### src/rtl/fir_sample_driver.sv
// Host-side driver for the FIR_FILTER core: buffers upstream samples, paces
// one-cycle WR strobes, captures oDATA a fixed latency later and streams it out.
module fir_sample_driver #(
  parameter int FIFO_DEPTH = 4,
  parameter int FIR_LAT    = 1,
  parameter int WR_PERIOD  = 4
) (
  input  logic        CLK,
  input  logic        RESET,
  input  logic [15:0] iSAMPLE,
  input  logic        iSAMPLE_VALID,
  output logic        oSAMPLE_READY,
  output logic        oFIR_WR,
  output logic [15:0] oFIR_DATA,
  input  logic [38:0] iFIR_DATA,
  output logic [38:0] oRESULT,
  output logic        oRESULT_VALID,
  input  logic        iRESULT_READY,
  output logic [15:0] oRESULT_CNT,
  output logic        oBUSY
);
  localparam int AW = (FIFO_DEPTH > 1) ? $clog2(FIFO_DEPTH) : 1;
  localparam int CW = AW + 1;
  localparam int PW = $clog2(WR_PERIOD + 1);
  localparam int LW = (FIR_LAT > 1) ? $clog2(FIR_LAT) : 1;

  typedef enum logic [1:0] {IDLE, ISSUE, WAIT, CAPTURE} state_e;

  state_e                       state_q, state_d;
  logic [FIFO_DEPTH-1:0][15:0]  mem_q, mem_d;
  logic [AW-1:0]                wr_ptr_q, wr_ptr_d, rd_ptr_q, rd_ptr_d;
  logic [CW-1:0]                cnt_q, cnt_d;
  logic [PW-1:0]                per_q, per_d;
  logic [LW-1:0]                wait_q, wait_d;
  logic                         fir_wr_q, fir_wr_d;
  logic [15:0]                  fir_data_q, fir_data_d;
  logic [38:0]                  result_q, result_d;
  logic                         result_vld_q, result_vld_d;
  logic [15:0]                  result_cnt_q, result_cnt_d;

  logic full, empty, push, pop, issue;

  assign full  = (cnt_q == CW'(FIFO_DEPTH));
  assign empty = (cnt_q == '0);
  assign push  = iSAMPLE_VALID && !full;
  // A held result blocks issue unless it is being taken on this same edge.
  assign issue = (state_q == IDLE) && !empty && (per_q == '0) &&
                 (!result_vld_q || iRESULT_READY);
  assign pop   = issue;

  always_comb begin
    mem_d    = mem_q;
    wr_ptr_d = wr_ptr_q;
    rd_ptr_d = rd_ptr_q;
    cnt_d    = cnt_q;
    if (push) begin
      mem_d[wr_ptr_q] = iSAMPLE;
      wr_ptr_d        = wr_ptr_q + AW'(1);
    end
    if (pop) rd_ptr_d = rd_ptr_q + AW'(1);
    case ({push, pop})
      2'b10:   cnt_d = cnt_q + CW'(1);
      2'b01:   cnt_d = cnt_q - CW'(1);
      default: cnt_d = cnt_q;
    endcase
  end

  always_comb begin
    state_d      = state_q;
    fir_wr_d     = 1'b0;
    fir_data_d   = fir_data_q;
    wait_d       = wait_q;
    result_d     = result_q;
    result_vld_d = result_vld_q;
    result_cnt_d = result_cnt_q;
    per_d        = (per_q != '0) ? per_q - PW'(1) : per_q;
    if (result_vld_q && iRESULT_READY) result_vld_d = 1'b0;
    case (state_q)
      IDLE: begin
        if (issue) begin
          fir_wr_d   = 1'b1;
          fir_data_d = mem_q[rd_ptr_q];
          per_d      = PW'(WR_PERIOD - 1);
          state_d    = ISSUE;
        end
      end
      ISSUE: begin
        wait_d  = LW'(FIR_LAT - 1);
        state_d = WAIT;
      end
      WAIT: begin
        if (wait_q == '0) begin
          result_d     = iFIR_DATA;
          result_vld_d = 1'b1;
          result_cnt_d = result_cnt_q + 16'd1;
          state_d      = CAPTURE;
        end else begin
          wait_d = wait_q - LW'(1);
        end
      end
      CAPTURE: state_d = IDLE;
      default: state_d = IDLE;
    endcase
  end

  always_ff @(posedge CLK or negedge RESET) begin
    if (!RESET) begin
      state_q      <= IDLE;
      mem_q        <= '0;
      wr_ptr_q     <= '0;
      rd_ptr_q     <= '0;
      cnt_q        <= '0;
      per_q        <= '0;
      wait_q       <= '0;
      fir_wr_q     <= 1'b0;
      fir_data_q   <= '0;
      result_q     <= '0;
      result_vld_q <= 1'b0;
      result_cnt_q <= '0;
    end else begin
      state_q      <= state_d;
      mem_q        <= mem_d;
      wr_ptr_q     <= wr_ptr_d;
      rd_ptr_q     <= rd_ptr_d;
      cnt_q        <= cnt_d;
      per_q        <= per_d;
      wait_q       <= wait_d;
      fir_wr_q     <= fir_wr_d;
      fir_data_q   <= fir_data_d;
      result_q     <= result_d;
      result_vld_q <= result_vld_d;
      result_cnt_q <= result_cnt_d;
    end
  end

  assign oSAMPLE_READY = !full;
  assign oFIR_WR       = fir_wr_q;
  assign oFIR_DATA     = fir_data_q;
  assign oRESULT       = result_q;
  assign oRESULT_VALID = result_vld_q;
  assign oRESULT_CNT   = result_cnt_q;
  assign oBUSY         = (state_q != IDLE) || !empty;

endmodule

### config.mk
export PLATFORM = sky130hd
export DESIGN_NAME = fir_sample_driver
export DESIGN_NICKNAME = d
export VERILOG_FILES = /design/src/rtl/fir_sample_driver.sv
export SDC_FILE = /design/constraint.sdc
export NUM_CORES = 1
export LEC_CHECK = 0
export CORE_ASPECT_RATIO = 0.7
export CORE_MARGIN = 3
export CORE_UTILIZATION = 30
export DETAILED_ROUTE_END_ITERATION = 10
export PLACE_DENSITY_LB_ADDON = 0.08
export SYNTH_ARGS = -nofsm -noshare
export SYNTH_HDL_FRONTEND = slang
export SYNTH_SLANG_ARGS = --single-unit
### constraint.sdc
create_clock -name CLK -period 4.3 [get_ports CLK]
set_input_delay 1.29 -clock CLK [delete_from_list [all_inputs] [get_ports CLK]]
set_output_delay 1.29 -clock CLK [all_outputs]
set_load 0.005 [all_outputs]
==> run metrics, run 1 <==
period utilisation layout=76.1%; Crit path arrival time=1.98 ns; vias in the first global route=4,054; CTS buffer count=17; Max Cap Violations=0; share of cells above drive strength 1=31.8%; Final Hold Fails=0; Die X=183 um; routed vias/inst=4.53; final count of pins violating max slew=0; Setup-failing EPs final=0; H-tree depth=4; Clk Latency, worst-skew pair=0.42 ns; worst endpoint required time=3.01 ns; CP Capture Type=output pin; Synth Instances=404; leakage power=3.85 nW; crit path max fanout=6; worst hold path type=flop to flop; Seq cells post-synth=149; Worst path max stage delay=0.61 ns; Initial Utilization=31.2%; antenna-violating nets left=0; Final Power=0.00663 W; crit path time final=3.27 ns; cell family with the largest share of critical-path delay=simple AND/OR/NAND/NOR gates; highest-delay cell along the critical path=or3b_1; storage element area=3730 um2; DR vias=3,775; reg2reg setup slack=1.87 ns; 1st-pass router iterations=4; RD Place Congestion=0.718; filler cell count=1,989; NumNets Final=615; origin of the critical flop-to-flop path=state_q[0]$_DFFE_PN0P_; Layout area overhead=33.4%; GRT Util Overall=12.7%; Worst VDD drop=0.000301 V; I/O Pins=134; run status=finished clean; Die H=130 um; routed wire length=14.5 mm; clock slew at reported path FFs=0.06 ns; Setup Crit Path Kind=flop to output pin; warning count from the yosys run=0; largest net degree at the start of global routing=62; crit-path cells=or3b_1, clkdlybuf4s50_1; residual DRC count=0; Iter 0 DRT Violations=148; Power Dens Cells=753 nW/um2; fmax=305 MHz; HPWL reported at the end of detailed placement=9.73 mm; synth unique cells=36; Clock Root Buffer=clkbuf_16; synthesized cell area=6600 um2; multi-input logic area=2660 um2; CTS Hold Bufs=0; Startpoint Class=flop; CTS max path bufs=2; setup TNS=0 ns; core box area=21,100 um2; diode count=0; Hold Path Origin=oRESULT_CNT[15]$_DFFE_PN0P_; grt total ovfl=0; WHS Endpoint=oRESULT_CNT[15]$_DFFE_PN0P_; WP buf/inv=1; FF-to-FF End=oRESULT_CNT[13]$_DFFE_PN0P_; Post-Syn Nets=475; # Post-CTS Setup Buffers=0; first-pass GRT wire length=23.2 mm; die area=23,800 um2; Slew headroom=40.7%; clk sinks=149; RSZ-0062 raised after global routing=no; Seq/Total Area, Yosys=56.5%; WHS=0.474 ns; Syn Area/Cell=16.3 um2; Reg2Reg Depth=6; Placement Rows=44; CTS tree=done; worst slew pin tran=0.889 ns; Port Buffers=133; hold-critical path depth=1; Routed WL per cell=17.4 um; initial antenna violation count=0; post-CTS sizing=0; Setup Skew=0.00934 ns
cell usage after synthesis:
cell	number	area share [%]
a21oi_1	1	0.076
o21ai_0	1	0.076
xor2_1	13	1.7
xnor2_1	8	1.1
nor3_1	5	0.38
nor2b_1	1	0.095
mux2_4	49	11
nand3_4	4	1.1
clkbuf_1	2	0.11
mux4_1	6	2.4
dfrtp_1	149	56
mux2_2	74	13
fa_1	1	0.30
a311oi_1	1	0.13
nor2_1	5	0.28
or3b_1	1	0.13
nor4_1	6	0.57
mux2i_1	1	0.15
o211ai_1	1	0.11
nand3_1	3	0.23
nand4_1	6	0.57
ha_1	11	2.1
or3_4	1	0.17
inv_4	1	0.095
inv_1	12	0.68
and2b_1	1	0.11
buf_1	1	0.057
buf_2	5	0.38
buf_6	4	0.68
o31ai_1	1	0.11
buf_4	1	0.11
nand4_4	1	0.32
buf_12	4	1.2
mux4_2	10	3.4
nand2b_1	3	0.28
nand2_1	10	0.57
power by group:
group / switching [W] / internal, W / total, W / leakage [nW]
sequential: 0.000433 / 0.00207 / 0.00250 / 1.79
combinational: 0.000831 / 0.00168 / 0.00251 / 1.75
clock: 0.000593 / 0.00102 / 0.00162 / 0.304
total: 0.00186 / 0.00478 / 0.00663 / 3.85
worst max-delay path by stage:
| stage | from | to | cells past startpoint |
|---|---|---|---|
| after floorplan | iRESULT_READY | cnt_q[2]$_DFFE_PN0P_ | 10 |
| after global placement | iRESULT_READY | cnt_q[2]$_DFFE_PN0P_ | 10 |
| after detailed placement | iRESULT_READY | cnt_q[2]$_DFFE_PN0P_ | 10 |
| after CTS | cnt_q[1]$_DFFE_PN0P_ | oSAMPLE_READY | 2 |
| after global routing | cnt_q[1]$_DFFE_PN0P_ | oSAMPLE_READY | 2 |
| final | cnt_q[1]$_DFFE_PN0P_ | oSAMPLE_READY | 2 |
per-stage QoR:
step	setup slack, ns	instance area [um2]	instances	util (%)
floorplan	1.36	6600	404	-
global placement	1.03	8160	801	38.6
detailed placement	0.963	8160	801	38.6
CTS	1.00	8810	833	41.7
global route	0.960	8810	833	41.7
finish	1.03	8810	833	41.7
kinds of logic (layout without fill, tap and decap cells):
group / Yosys count / after routing / synth area share (%)
fa+ha+maj: 12 / 12 / 2.39
simple gates: 47 / 47 / 4.78
buf+inv: 30 / 183 / 3.34
xor+xnor: 21 / 21 / 2.79
mux: 140 / 140 / 29.7
compound gates: 5 / 5 / 0.512
flops: 149 / 149 / 56.5
metal layers:
layer / routed length [um] / global-route usage [%]
met5: 0 / 0
met4: 143 / 4.30
met3: 532 / 3.40
met2: 6900 / 19.5
met1: 6930 / 17.6
state kept, by name (all words and copies together), names as in the netlist:
signal         flops
mem_q             64
per_q              3
oRESULT           39
oRESULT_VALID      1
wr_ptr_q           2
rd_ptr_q           2
cnt_q              3
oFIR_DATA         16
oFIR_WR            1
state_q            2
oRESULT_CNT       16
cell type report:
type	count	share of cell area [%]
flip-flops and latches	149	42.3
multi-input cells	225	30.2
repair buffers	138	15.7
clock buffers	22	5.39
well taps	276	3.92
clock inverters	10	1.92
inverters	13	0.583
cells in the final DEF, fill, tap and decap left out, drive strengths merged, types with 7 or more instances in the layout:
master           n
nand3            7
clkdlybuf4s50  132
ha              11
inv             15
nand4            7
clkbuf          22
xor2            13
dfrtp          149
xnor2            8
mux4            16
nand2           10
mux2           123
Power figures use the tool's default switching activity.
==> inputs of run 2 (changes only) <==
==> constraint.sdc (replaced) <==
create_clock -name CLK -period 2.9 [get_ports CLK]
set_input_delay 0.87 -clock CLK [delete_from_list [all_inputs] [get_ports CLK]]
set_output_delay 0.87 -clock CLK [all_outputs]
set_load 0.005 [all_outputs]
==> run 2 against run 1 <==
Total power is 51% higher. Die area stayed put. Cell count is 0.60% higher. Largest cell class unchanged. Global-route usage hardly changed. Clock-buffer cell count is 1 lower. Utilization is 0.44 points higher. Sequential power is 47% higher.
==> run metrics, run 2 (synthesized netlist as in run 1, its figures left out) <==
run status=finished clean; die area=23,800 um2; Layout area overhead=34.8%; Routed WL per cell=17.5 um; largest net degree at the start of global routing=50; worst slew pin tran=0.603 ns; CTS Hold Bufs=0; post-place instance area=8230 um2; crit path max fanout=5; Iter 0 DRT Violations=132; Clock Root Buffer=clkbuf_16; NumNets Final=620; 1st-pass router iterations=4; Worst VDD drop=0.000430 V; H-tree depth=4; diode count=0; Crit path arrival time=1.81 ns; clock slew at reported path FFs=0.06 ns; Switch Pwr=0.00277 W; routed vias/inst=4.57; Cell Int Power=0.00725 W; RSZ-0062 raised after global routing=no; Slew headroom=59.8%; CTS buffer count=17; CP Capture Type=output pin; crit-path cells=nor3_1, nand2_1, clkdlybuf4s50_1; cell family with the largest share of critical-path delay=simple AND/OR/NAND/NOR gates; I/O Pins=134; FF-to-FF End=cnt_q[2]$_DFFE_PN0P_; Layout Utilization=42.1%; clk sinks=149; GRT Util Overall=12.7%; commonest cells after routing, fill and taps aside=149 x dfrtp_1, 132 x clkdlybuf4s50_1, 74 x mux2_2, 49 x mux2_4, 17 x clkbuf_16; setup TNS=0 ns; share of cells above drive strength 1=32.4%; Power Dens Cells=1130 nW/um2; first-pass GRT wire length=23.4 mm; highest-delay cell along the critical path=clkdlybuf4s50_1; Startpoint Class=flop; antenna-violating nets left=0; fmax=373 MHz; vias in the first global route=4,172; Clk Latency, worst-skew pair=0.41 ns; Worst path max stage delay=0.47 ns; DR vias=3,831; core box area=21,100 um2; final count of pins violating max slew=0; worst hold path type=primary input to asynchronous set/reset pin; max reg flops=64; Final Hold Fails=0; Max Cap Violations=0; worst endpoint required time=2.03 ns; RD Place Congestion=0.708; WP depth=3; Setup Crit Path Kind=flop to output pin; clock network power share=25.3%; commonest non-fill, non-tap cell in the layout=dfrtp_1; CTS max path bufs=2; Sw Ratio=27.7%; Biggest register=mem_q; multi-input logic area=2660 um2; Setup-failing EPs final=0; Port Buffers=133; storage element area=3730 um2; HPWL reported at the end of detailed placement=9.76 mm; WP buf/inv=1; reg2reg setup slack=0.70 ns; grt total ovfl=0; origin of the critical flop-to-flop path=cnt_q[1]$_DFFE_PN0P_; residual DRC count=0; WHS=0.401 ns; Die X=183 um; Initial Utilization=31.2%; Final Power=0.0100 W; CTS tree=done; initial antenna violation count=0; combinational power share=38.0%; routed wire length=14.7 mm; period utilisation layout=92.5%; leakage power=3.90 nW; Setup Skew=0.00920 ns; Reg2Reg Depth=8; crit path time final=2.68 ns; filler cell count=1,935; Placement Rows=44; Die H=130 um; Flop pwr share=36.7%; design area=8900 um2
==> run 2: changes by cell type in the layout (fill, tap and decap cells not counted), sizes merged <==
cell	previous run	this run
clkbuf	22	21
inv	15	16
buf	6	11
bufinv	4	6
clkinv	1	2
clkinvlp	3	0
==> run 2: worst register-to-register path, stage by stage, from the launching register on <==
cell     delay, ns
dfrtp_1       0.42
or3b_4        0.50
nand2_1       0.17
ha_1          0.20
inv_1         0.06
fa_1          0.37
xor2_1        0.15
nor2_1        0.11
xor2_1        0.15
==> run 2: area by class of cell <==
| cell class | count | share of cell area [%] |
|---|---|---|
| Clock inverter | 11 | 2.47 |
| Timing Repair Buffer | 143 | 16.2 |
| Clock buffer | 21 | 5.06 |
| Inverter | 13 | 0.576 |
| Tap cell | 276 | 3.88 |
| Multi-Input combinational cell | 225 | 29.9 |
| Sequential cell | 149 | 41.9 |
==> run 2: worst max path at each step <==
stage,endpoint,from,slack (ns)
2_1_floorplan,cnt_q[2]$_DFFE_PN0P_,iRESULT_READY,0.38
3_3_place_gp,cnt_q[2]$_DFFE_PN0P_,iRESULT_READY,0.12
3_5_place_dp,cnt_q[2]$_DFFE_PN0P_,iRESULT_READY,0.08
4_1_cts,oSAMPLE_READY,cnt_q[1]$_DFFE_PN0P_,0.04
5_1_grt,oBUSY,cnt_q[0]$_DFFE_PN0P_,0.07
6_report,oBUSY,cnt_q[1]$_DFFE_PN0P_,0.22
==> run 2: repair_timing <==
item                                    4_1_cts  5_1_grt
endpoints found under the setup margin        0        1
setup buffers                                 0        0
resized for setup                             0        1
==> run 2: metrics by stage <==
step	setup slack, ns	cells
3_5_place_dp	0.0769	806
3_3_place_gp	0.120	806
6_report	0.217	838
4_1_cts	0.0411	838
5_1_grt	0.0741	838
2_1_floorplan	0.376	404
==> run 2: power by group through the flow <==
stage | clock, W | sequential [W] | combinational, W
final | 0.00254 | 0.00367 | 0.00381
after global routing | 0.00271 | 0.00381 | 0.00412
after CTS | 0.00262 | 0.00369 | 0.00388
after detailed placement | 0 | 0.00371 | 0.00388
after global placement | 0 | 0.00367 | 0.00384
after floorplan | 0 | 0.00357 | 0.00250
==> run 2: routing by layer <==
metal  vias to the layer above  global-route usage (%)  part of all wire, %
met1                      2011                    17.9                   49
met4                         0                    3.49                 0.79
li1                       1743                       -                    -
met2                        69                    19.4                   47
met3                         8                    3.51                  3.6
met5                         -                       0                    0
